<file path="config.mk">
export PLATFORM = sky130hd
export DESIGN_NAME = lsu_controller
export DESIGN_NICKNAME = d
export VERILOG_FILES = /design/src/rtl/riscv_pkg.sv /design/src/rtl/load_align.sv /design/src/rtl/lsu_controller.sv
export SDC_FILE = /design/constraint.sdc
export NUM_CORES = 1
export LEC_CHECK = 0
export BUFFER_PORTS_ARGS = -buffer_cell sky130_fd_sc_hd__buf_2
export CAP_MARGIN = 20
export CORE_MARGIN = 2
export CORE_UTILIZATION = 45
export CTS_BUF_LIST = sky130_fd_sc_hd__clkbuf_4 sky130_fd_sc_hd__clkbuf_8
export DETAILED_ROUTE_END_ITERATION = 10
export PLACE_DENSITY = 0.72
export SLEW_MARGIN = 10
export SYNTH_ARGS = -nofsm -noshare
export SYNTH_HDL_FRONTEND = slang
export SYNTH_SLANG_ARGS = --single-unit
</file>
<file path="constraint.sdc">
create_clock -name clk -period 4.9 [get_ports clk]
set_input_delay 0.98 -clock clk [delete_from_list [all_inputs] [get_ports clk]]
set_output_delay 0.98 -clock clk [all_outputs]
set_load 0.05 [all_outputs]
</file>
<file path="src/rtl/riscv_pkg.sv">
// Shared RV32I definitions: memory access sizes and the LSU sequencer states.
package riscv_pkg;

   localparam logic [1:0] MEM_BYTE = 2'b00;
   localparam logic [1:0] MEM_HALF = 2'b01;
   localparam logic [1:0] MEM_WORD = 2'b10;

   typedef enum logic [1:0] {
      IDLE,
      REQ,
      WAIT,
      DONE
   } lsu_state_t;

endpackage

</file>
<file path="src/rtl/load_align.sv">
// Load data aligner: selects the addressed byte/half from a bus word and extends it.
module load_align
   import riscv_pkg::*;
(
   input  logic [31:0] bus_rdata_i,
   input  logic [1:0]  offset_i,
   input  logic [1:0]  size_i,
   input  logic        sign_i,
   output logic [31:0] result_o
);

   logic [31:0] shifted;

   // Shift the addressed lane down to bit 0, then sign/zero extend by size.
   always_comb begin
      shifted = bus_rdata_i >> {offset_i, 3'b000};
      case (size_i)
         MEM_BYTE: result_o = {{24{sign_i & shifted[7]}}, shifted[7:0]};
         MEM_HALF: result_o = {{16{sign_i & shifted[15]}}, shifted[15:0]};
         default:  result_o = bus_rdata_i;
      endcase
   end

endmodule

</file>
<file path="src/rtl/lsu_controller.sv">
// Multi-cycle load/store sequencer between the core datapath and a req/gnt memory bus.
module lsu_controller
   import riscv_pkg::*;
#(
   parameter int unsigned TIMEOUT_CYCLES = 255
) (
   input  logic        clk,
   input  logic        rst,
   input  logic        mem_read,
   input  logic        mem_write,
   input  logic [1:0]  mem_size,
   input  logic        mem_sign,
   input  logic [31:0] addr,
   input  logic [31:0] wdata,
   output logic        stall,
   output logic [31:0] rdata,
   output logic        rdata_valid,
   output logic        misaligned,
   output logic        fault,
   output logic        bus_req,
   output logic        bus_we,
   output logic [31:0] bus_addr,
   output logic [3:0]  bus_be,
   output logic [31:0] bus_wdata,
   input  logic        bus_gnt,
   input  logic        bus_rvalid,
   input  logic [31:0] bus_rdata,
   input  logic        bus_err
);

   localparam bit          TO_EN   = (TIMEOUT_CYCLES != 0);
   localparam logic [31:0] TO_LAST = 32'(TIMEOUT_CYCLES - 1);

   lsu_state_t  state_q, state_d;
   logic        we_q, sign_q;
   logic [1:0]  off_q, size_q;
   logic [31:0] bus_addr_q, bus_wdata_q;
   logic [3:0]  bus_be_q;
   logic [31:0] rdata_q, rdata_d;
   logic        rdata_valid_q, rdata_valid_d;
   logic        fault_q, fault_d;
   logic [31:0] cnt_q, cnt_d;

   logic        access, is_misal, start, timeout_hit;
   logic [3:0]  be_calc;
   logic [31:0] wdata_rep, ld_res;

   assign access      = mem_read | mem_write;
   // Size 2'b11 behaves as a word, so any size with bit 1 set needs word alignment.
   assign is_misal    = ((mem_size == MEM_HALF) & addr[0]) | (mem_size[1] & (addr[1:0] != 2'b00));
   assign start       = (state_q == IDLE) & access & ~is_misal;
   assign timeout_hit = TO_EN & (cnt_q == TO_LAST);

   assign stall       = ~rst & (start | (state_q == REQ) | (state_q == WAIT));
   assign misaligned  = ~rst & (state_q == IDLE) & access & is_misal;
   assign bus_req     = (state_q == REQ);
   assign bus_we      = we_q;
   assign bus_addr    = bus_addr_q;
   assign bus_be      = bus_be_q;
   assign bus_wdata   = bus_wdata_q;
   assign rdata       = rdata_q;
   assign rdata_valid = rdata_valid_q;
   assign fault       = fault_q;

   load_align u_align (
      .bus_rdata_i (bus_rdata),
      .offset_i    (off_q),
      .size_i      (size_q),
      .sign_i      (sign_q),
      .result_o    (ld_res)
   );

   // Byte enables and lane-replicated store data for the access being launched.
   always_comb begin
      case (mem_size)
         MEM_BYTE: begin
            be_calc   = 4'b0001 << addr[1:0];
            wdata_rep = {4{wdata[7:0]}};
         end
         MEM_HALF: begin
            be_calc   = 4'b0011 << {addr[1], 1'b0};
            wdata_rep = {2{wdata[15:0]}};
         end
         default: begin
            be_calc   = 4'b1111;
            wdata_rep = wdata;
         end
      endcase
   end

   // Next state, timeout counter and completion pulses; a bus response in the
   // final timeout cycle still wins, since the transfer did complete.
   always_comb begin
      state_d       = state_q;
      rdata_d       = rdata_q;
      rdata_valid_d = 1'b0;
      fault_d       = 1'b0;
      cnt_d         = cnt_q;
      case (state_q)
         IDLE: begin
            if (start) begin
               state_d = REQ;
               cnt_d   = '0;
            end
         end
         REQ: begin
            cnt_d = cnt_q + 32'd1;
            if (bus_gnt) begin
               if (we_q) begin
                  state_d = DONE;
                  fault_d = bus_err;
               end else begin
                  state_d = WAIT;
               end
            end else if (timeout_hit) begin
               state_d = DONE;
               fault_d = 1'b1;
               if (!we_q) begin
                  rdata_d       = '0;
                  rdata_valid_d = 1'b1;
               end
            end
         end
         WAIT: begin
            cnt_d = cnt_q + 32'd1;
            if (bus_rvalid) begin
               state_d       = DONE;
               rdata_valid_d = 1'b1;
               fault_d       = bus_err;
               rdata_d       = bus_err ? '0 : ld_res;
            end else if (timeout_hit) begin
               state_d       = DONE;
               rdata_valid_d = 1'b1;
               fault_d       = 1'b1;
               rdata_d       = '0;
            end
         end
         default: state_d = IDLE;
      endcase
   end

   // State, counter and result registers.
   always_ff @(posedge clk or posedge rst) begin
      if (rst) begin
         state_q       <= IDLE;
         rdata_q       <= '0;
         rdata_valid_q <= 1'b0;
         fault_q       <= 1'b0;
         cnt_q         <= '0;
      end else begin
         state_q       <= state_d;
         rdata_q       <= rdata_d;
         rdata_valid_q <= rdata_valid_d;
         fault_q       <= fault_d;
         cnt_q         <= cnt_d;
      end
   end

   // Capture the access on launch; bus fields then stay stable until the next launch.
   always_ff @(posedge clk or posedge rst) begin
      if (rst) begin
         we_q        <= 1'b0;
         sign_q      <= 1'b0;
         off_q       <= '0;
         size_q      <= '0;
         bus_addr_q  <= '0;
         bus_be_q    <= '0;
         bus_wdata_q <= '0;
      end else if (start) begin
         we_q        <= ~mem_read;
         sign_q      <= mem_sign;
         off_q       <= addr[1:0];
         size_q      <= mem_size;
         bus_addr_q  <= {addr[31:2], 2'b00};
         bus_be_q    <= be_calc;
         bus_wdata_q <= wdata_rep;
      end
   end

endmodule

</file>
== Word level (Yosys, flattened, before mapping) ==
Cells that the tools add are included.

* Add/subtract/negate cells: 1
* Equality and inequality tests: 10
* Bitwise logic cells: 17
* Shift operators: 3
* Reductions and logical operators: 9
* Mux-type cells: 28

{| class="wikitable"
|+ Operator list
! kind !! number
|-
| 32-bit case mux with 2 select lines || 4
|-
| 32-bit 2-to-1 mux || 7
|-
| 32-bit by 1-bit adder with 32-bit output, second input constant || 1
|-
| 32-bit by 8-bit equality test with 1-bit output, second input constant || 1
|-
| 32-bit by 5-bit right shift with 16-bit output || 1
|-
| 1-bit AND || 10
|-
| 1-bit 2-to-1 mux || 9
|-
| 2-bit 2-to-1 mux || 4
|-
| 4-bit case mux with 2 select lines || 1
|-
| 2-bit by 1-bit equality test with 1-bit output, second input constant || 3
|-
| 2-bit zero test || 3
|-
| 2-bit inequality test, second input constant || 3
|-
| 2-bit case mux with 3 select lines || 1
|-
| 2-bit nonzero test || 3
|-
| 5-bit AND reduction || 1
|-
| 1-bit OR || 4
|-
| 1-bit case mux with 2 select lines || 2
|-
| 1-bit by 2-bit left shift with 4-bit output, first input constant || 1
|-
| 2-bit by 2-bit left shift with 4-bit output, first input constant || 1
|-
| 3-bit inequality test, second input constant || 1
|-
| 1-bit inverter || 3
|-
| 2-bit equality test, second input constant || 1
|-
| 2-bit by 1-bit inequality test with 1-bit output, second input constant || 1
|-
| 2-bit AND reduction || 1
|-
| 2-bit OR reduction || 1
|}

* Bits in registers: 140
* Logic and storage cells: 80
* Input bits: 106
* Output and inout port bits: 106

== Longest topological paths before layout ==
* Depth in word-level cells: 8
* Gate-level depth with buffers: 9
* Gate-level depth less buffers: 7

== Cells and area by module ==
Synthesis repeated with hierarchy kept, for this count alone.

* Cell total of the unflattened synthesis: 762
* Area, all modules: 7083.0 um^2

{| class="wikitable"
|+ Modules (own cells, without submodules)
! module !! seq. area each (um^2) !! times used !! cells each !! area an instance (um^2)
|-
| lsu_controller || 3503.4 || 1 || 650 || 6346.1
|-
| load_align || 0.0 || 1 || 112 || 737.0
|}

== Least setup slack after synthesis ==
Ideal clock, no wire load.

* Kind: in2out
* Start point: input port mem_size[1]
* End point: output port stall
* Data required time: 3920 ps
* Stages: 8
* Setup slack: 914 ps
* Path buffers: 5
* Arrival: 3006 ps
* Cells stage by stage: buf_2 and2_1 buf_2 or3_1 buf_2 buf_6 clkbuf_1 a21oi_1

* Longest elaborated chain between the ends: 8
* Elaborated cells on any way between the ends: 9
* Classes of those cells: eq/ne: 1; bitwise: 8

{| class="wikitable"
|+ Ends and longest elaborated chain
! element !! line !! text
|-
| start, declared || lsu_controller.sv:11 || <nowiki>input logic [1:0] mem_size,</nowiki>
|-
| 2-bit by 1-bit equality test with 1-bit output || lsu_controller.sv:50 || <nowiki>assign is_misal = ((mem_size == MEM_HALF) & addr[0]) | (mem_size[1] & (addr[1:0] != 2'b00));</nowiki>
|-
| 1-bit AND || lsu_controller.sv:50 ||
|-
| 1-bit OR * || lsu_controller.sv:50 ||
|-
| 1-bit inverter * || lsu_controller.sv:51 || <nowiki>assign start = (state_q == IDLE) & access & ~is_misal;</nowiki>
|-
| 1-bit AND * || lsu_controller.sv:51 ||
|-
| 1-bit OR * (2 in a row) || lsu_controller.sv:54 || <nowiki>assign stall = ~rst & (start | (state_q == REQ) | (state_q == WAIT));</nowiki>
|-
| 1-bit AND * || lsu_controller.sv:54 ||
|-
| end, declared || lsu_controller.sv:15 || <nowiki>output logic stall,</nowiki>
|}

Every way passes the cells marked *; elsewhere a longest branch is shown, timed or not.

== Final worst setup path ==
* Start point: register state_q[0]
* End point: output port stall

* Longest elaborated chain between the ends: 6
* Elaborated cells on any way between the ends: 8
* Classes of those cells: eq/ne: 2; bitwise: 5; reduce/logical: 1

{| class="wikitable"
|+ Ends and longest elaborated chain
! element !! line !! text
|-
| start, declared || lsu_controller.sv:34 || <nowiki>lsu_state_t state_q, state_d;</nowiki>
|-
| start signal, assigned || lsu_controller.sv:151 || <nowiki>state_q <= state_d;</nowiki>
|-
| 2-bit zero test || lsu_controller.sv:51 ||
|-
| 1-bit AND (2 in a row) || lsu_controller.sv:51 ||
|-
| 1-bit OR || lsu_controller.sv:54 ||
|-
| 1-bit OR * || lsu_controller.sv:54 ||
|-
| 1-bit AND * || lsu_controller.sv:54 ||
|}

Marks and branches as above.

==> flow_summary.yaml <==
grt:
  grt_max_degree: 115
  grt_pass1_vias: 5691
  antenna_found_initial: 0
  grt_overflow_total: 0
  grt_usage: 0.214
  grt_pass1_wl_um: 28300
sta:
  final-setup-viol-count: 0
  period_minus_slack_ns: 3.53
  fin_worst_skew_ns: 0.0167
  maxSlewViolCount: 0
  rsz0062_at_grt: "false"
  hold_viol_final: 0
  slew_headroom: 0.335
  tightest_slew_ns: 0.995
  fin_crit_sh: 0.721
  finalSetupTns_ns: 0
  fmax_mhz: 283
synthesis:
  yosysUniqueCellTypes: 53
  synth-async-reset-ratio: 1.00
  ys_ff_latch: 140
  synth_area_um2: 7050
  syn_area_per_cell_um2: 10.4
  synth_top_flop_cell: "dfrtp_1"
  ys_warn_count: 0
  synth_seq_area_share: 0.497
  synth_edf_count: 0
  post_synth_inst_count: 681
worst_setup_path:
  reg2reg_depth: 8
  cp.buffers_inverters: 2
  cp.required_ns: 3.92
  cp-end-kind: "output port"
  arrival_ns: 2.55
  crit_chain: "inv_1 > ha_1 > o21ai_1 > or3_4 > a21oi_1 > buf_2"
  critPathMaxFanout: 12
  cpLargestDelayFamily: "compound AO/OA/AOI/OAI gates"
  slowest_delay_ns: 0.45
  reg2reg_slack_ns: 1.91
  crit_type: "flip-flop to output port"
  r2r-start: "state_q[0]"
  critPathSlowestCell: "or3_4"
  startpoint_type: "flip-flop"
  r2r-end: "state_q[0]"
  critical_path_depth: 6
routing:
  vias_per_cell: 5.30
  wire_per_inst_um: 16.2
  firstDrtPassIters: 4
  totalWireLength_um: 17700
  via_count: 5792
  drcViolationCount: 0
  dr.first_iter.drc_count: 311
  ant_nets: 0
worst_hold_path:
  worstHoldStart: "bus_wdata[20]"
  hp-class: "flip-flop to flip-flop"
  whs_endpoint: "bus_wdata[20]"
  hold_depth: 2
run:
  maxCapViolCount: 0
pwr:
  p_per_area_nw_per_um2: 730
  leakagePower_nw: 4.14
  peakVddDrop_v: 0.000466
clock_tree:
  postCtsSetupBuffers: 0
  cts-resized-gates: 0
  clkTransAtPathRegs_ns: 0.08
  cts-buffers-inserted: 17
  cts.hold.buffers_added: 0
  cts_sinks: 140
  cts.htree.levels: 4
  cts_buffer_depth: 2
  cts_tree: "yes"
  root_buffer: "clkbuf_8"
  insertion_delay_ns: 0.45
floorplan:
  start_util: 0.462
  die-area_um2: 16700
  dieWidth_um: 129
  die_h_um: 129
  num_rows: 45
  coreArea_um2: 15300
  num_io_pins: 212
final_layout:
  drive_gt1_frac: 0.346
  syn_to_final_growth_pct: 22.7
  nFillCells: 1384
  multi_input_area_um2: 3290
  seqCellArea_um2: 3500
  utilization: 0.567
  antenna_cells: 0
  num-nets-final: 983
place:
  dp_hpwl_um: 12500
  port_buffers: 209
  gp_congestion: 0.845
status:
  outcome: "complete, no violations"
metal layers:
layer  routed length, µm  share of wire  vias up  global-route usage
met5                   0              0        -                   0
met4                 178          0.010        0              0.0639
met3                1030          0.058       13              0.0652
met2                8330           0.47      161               0.331
met1                8130           0.46     2781               0.293
li1                    -              -     2837                   -
report_power, final:
part	switching (mW)	internal (mW)	total (mW)
Combinational	2.40	0.962	3.36
Sequential	0.333	1.60	1.94
Clock	0.473	0.550	1.02
Total	3.21	3.12	6.32
final cells by class:
cell class | instances | share of cell area
well taps | 211 | 0.0305
multi-input cells | 481 | 0.380
repair buffers | 215 | 0.128
clock inverters | 11 | 0.0179
flip-flops and latches | 140 | 0.405
inverters | 15 | 0.00708
clock buffers | 20 | 0.0318
logic make-up after synthesis:
family,share of synthesized area
buf+inv,0.0397
fa+ha+maj,0.0124
xor+xnor,0.0236
simple gates,0.154
compound gates,0.142
mux,0.130
other cells,0.000532
flops,0.497
cells in the mapped netlist (7+ instances only):
| cell | instances | area, µm² |
|---|---|---|
| mux2_2 | 46 | 518 |
| dfrtp_1 | 140 | 3500 |
| o31ai_1 | 15 | 113 |
| nor4_1 | 8 | 50.1 |
| o21ai_0 | 36 | 180 |
| a22o_1 | 9 | 78.8 |
| inv_1 | 15 | 56.3 |
| and2_1 | 8 | 50.1 |
| nand2_1 | 73 | 274 |
| nand2b_1 | 7 | 43.8 |
| a21oi_1 | 30 | 150 |
| a2bb2oi_1 | 16 | 140 |
| xor2_1 | 11 | 96.3 |
| clkbuf_1 | 28 | 105 |
| a22oi_1 | 11 | 82.6 |
| or4_1 | 9 | 67.6 |
| xnor2_1 | 8 | 70.1 |
| ha_1 | 7 | 87.6 |
| and3_1 | 7 | 43.8 |
| nand3_1 | 16 | 80.1 |
| nand4_1 | 14 | 87.6 |
| mux2i_1 | 40 | 400 |
| buf_2 | 8 | 40.0 |
| o2bb2ai_1 | 8 | 70.1 |
| nor2_1 | 53 | 199 |
| o221ai_1 | 7 | 61.3 |
registers in the layout, indices dropped and copies added, names as in the netlist:
signal / cells
rdata_valid: 1
bus_be: 4
cnt_q: 32
size_q: 2
bus_addr: 30
sign_q: 1
bus_we: 1
rdata: 32
fault: 1
bus_wdata: 32
off_q: 2
state_q: 2
placed cells by master, fill, tap and decap left out, types with 8 or more instances in the layout:
cell / Yosys / layout
a21oi_1: 30 / 30
a22o_1: 9 / 9
a22oi_1: 11 / 11
a2bb2oi_1: 16 / 16
and2_1: 8 / 8
buf_2: 8 / 209
clkbuf_8: 0 / 20
dfrtp_1: 140 / 140
inv_1: 15 / 14
mux2_2: 46 / 46
mux2i_1: 40 / 40
nand2_1: 73 / 73
nand3_1: 16 / 16
nand4_1: 14 / 14
nor2_1: 53 / 53
nor4_1: 8 / 8
o21ai_0: 36 / 36
o2bb2ai_1: 8 / 8
o31ai_1: 15 / 15
or4_1: 9 / 9
xnor2_1: 8 / 8
xor2_1: 11 / 11
stage by stage:
| step | area (µm²) | hold slack [ns] | std cells | setup WS [ns] | power (mW) |
|---|---|---|---|---|---|
| 2_1_floorplan | 7060 | 0.454 | 682 | 0.167 | 4.57 |
| 3_3_place_gp | 8200 | 0.457 | 1061 | 1.44 | 5.27 |
| 3_5_place_dp | 8200 | 0.466 | 1061 | 1.44 | 5.33 |
| 4_1_cts | 8630 | 0.484 | 1092 | 1.33 | 6.36 |
| 5_1_grt | 8660 | 0.517 | 1093 | 1.21 | 6.68 |
| 6_report | 8660 | 0.479 | 1093 | 1.37 | 6.32 |
worst max path at each step:
stage                    to  startpoint
2_1_floorplan  bus_addr[10]         rst
3_3_place_gp     state_q[0]    mem_read
3_5_place_dp     state_q[0]    mem_read
4_1_cts               stall  state_q[0]
5_1_grt               stall  state_q[0]
6_report              stall  state_q[0]
worst reg2reg max path: cells and delay by family, from the launching register on:
family          cells  cell delay [ns]
simple gates        1             0.27
compound gates      4             1.02
flops               1             0.44
fa+ha+maj           1             0.30
buf+inv             2             0.85
(Power assumes the default switching activity.)
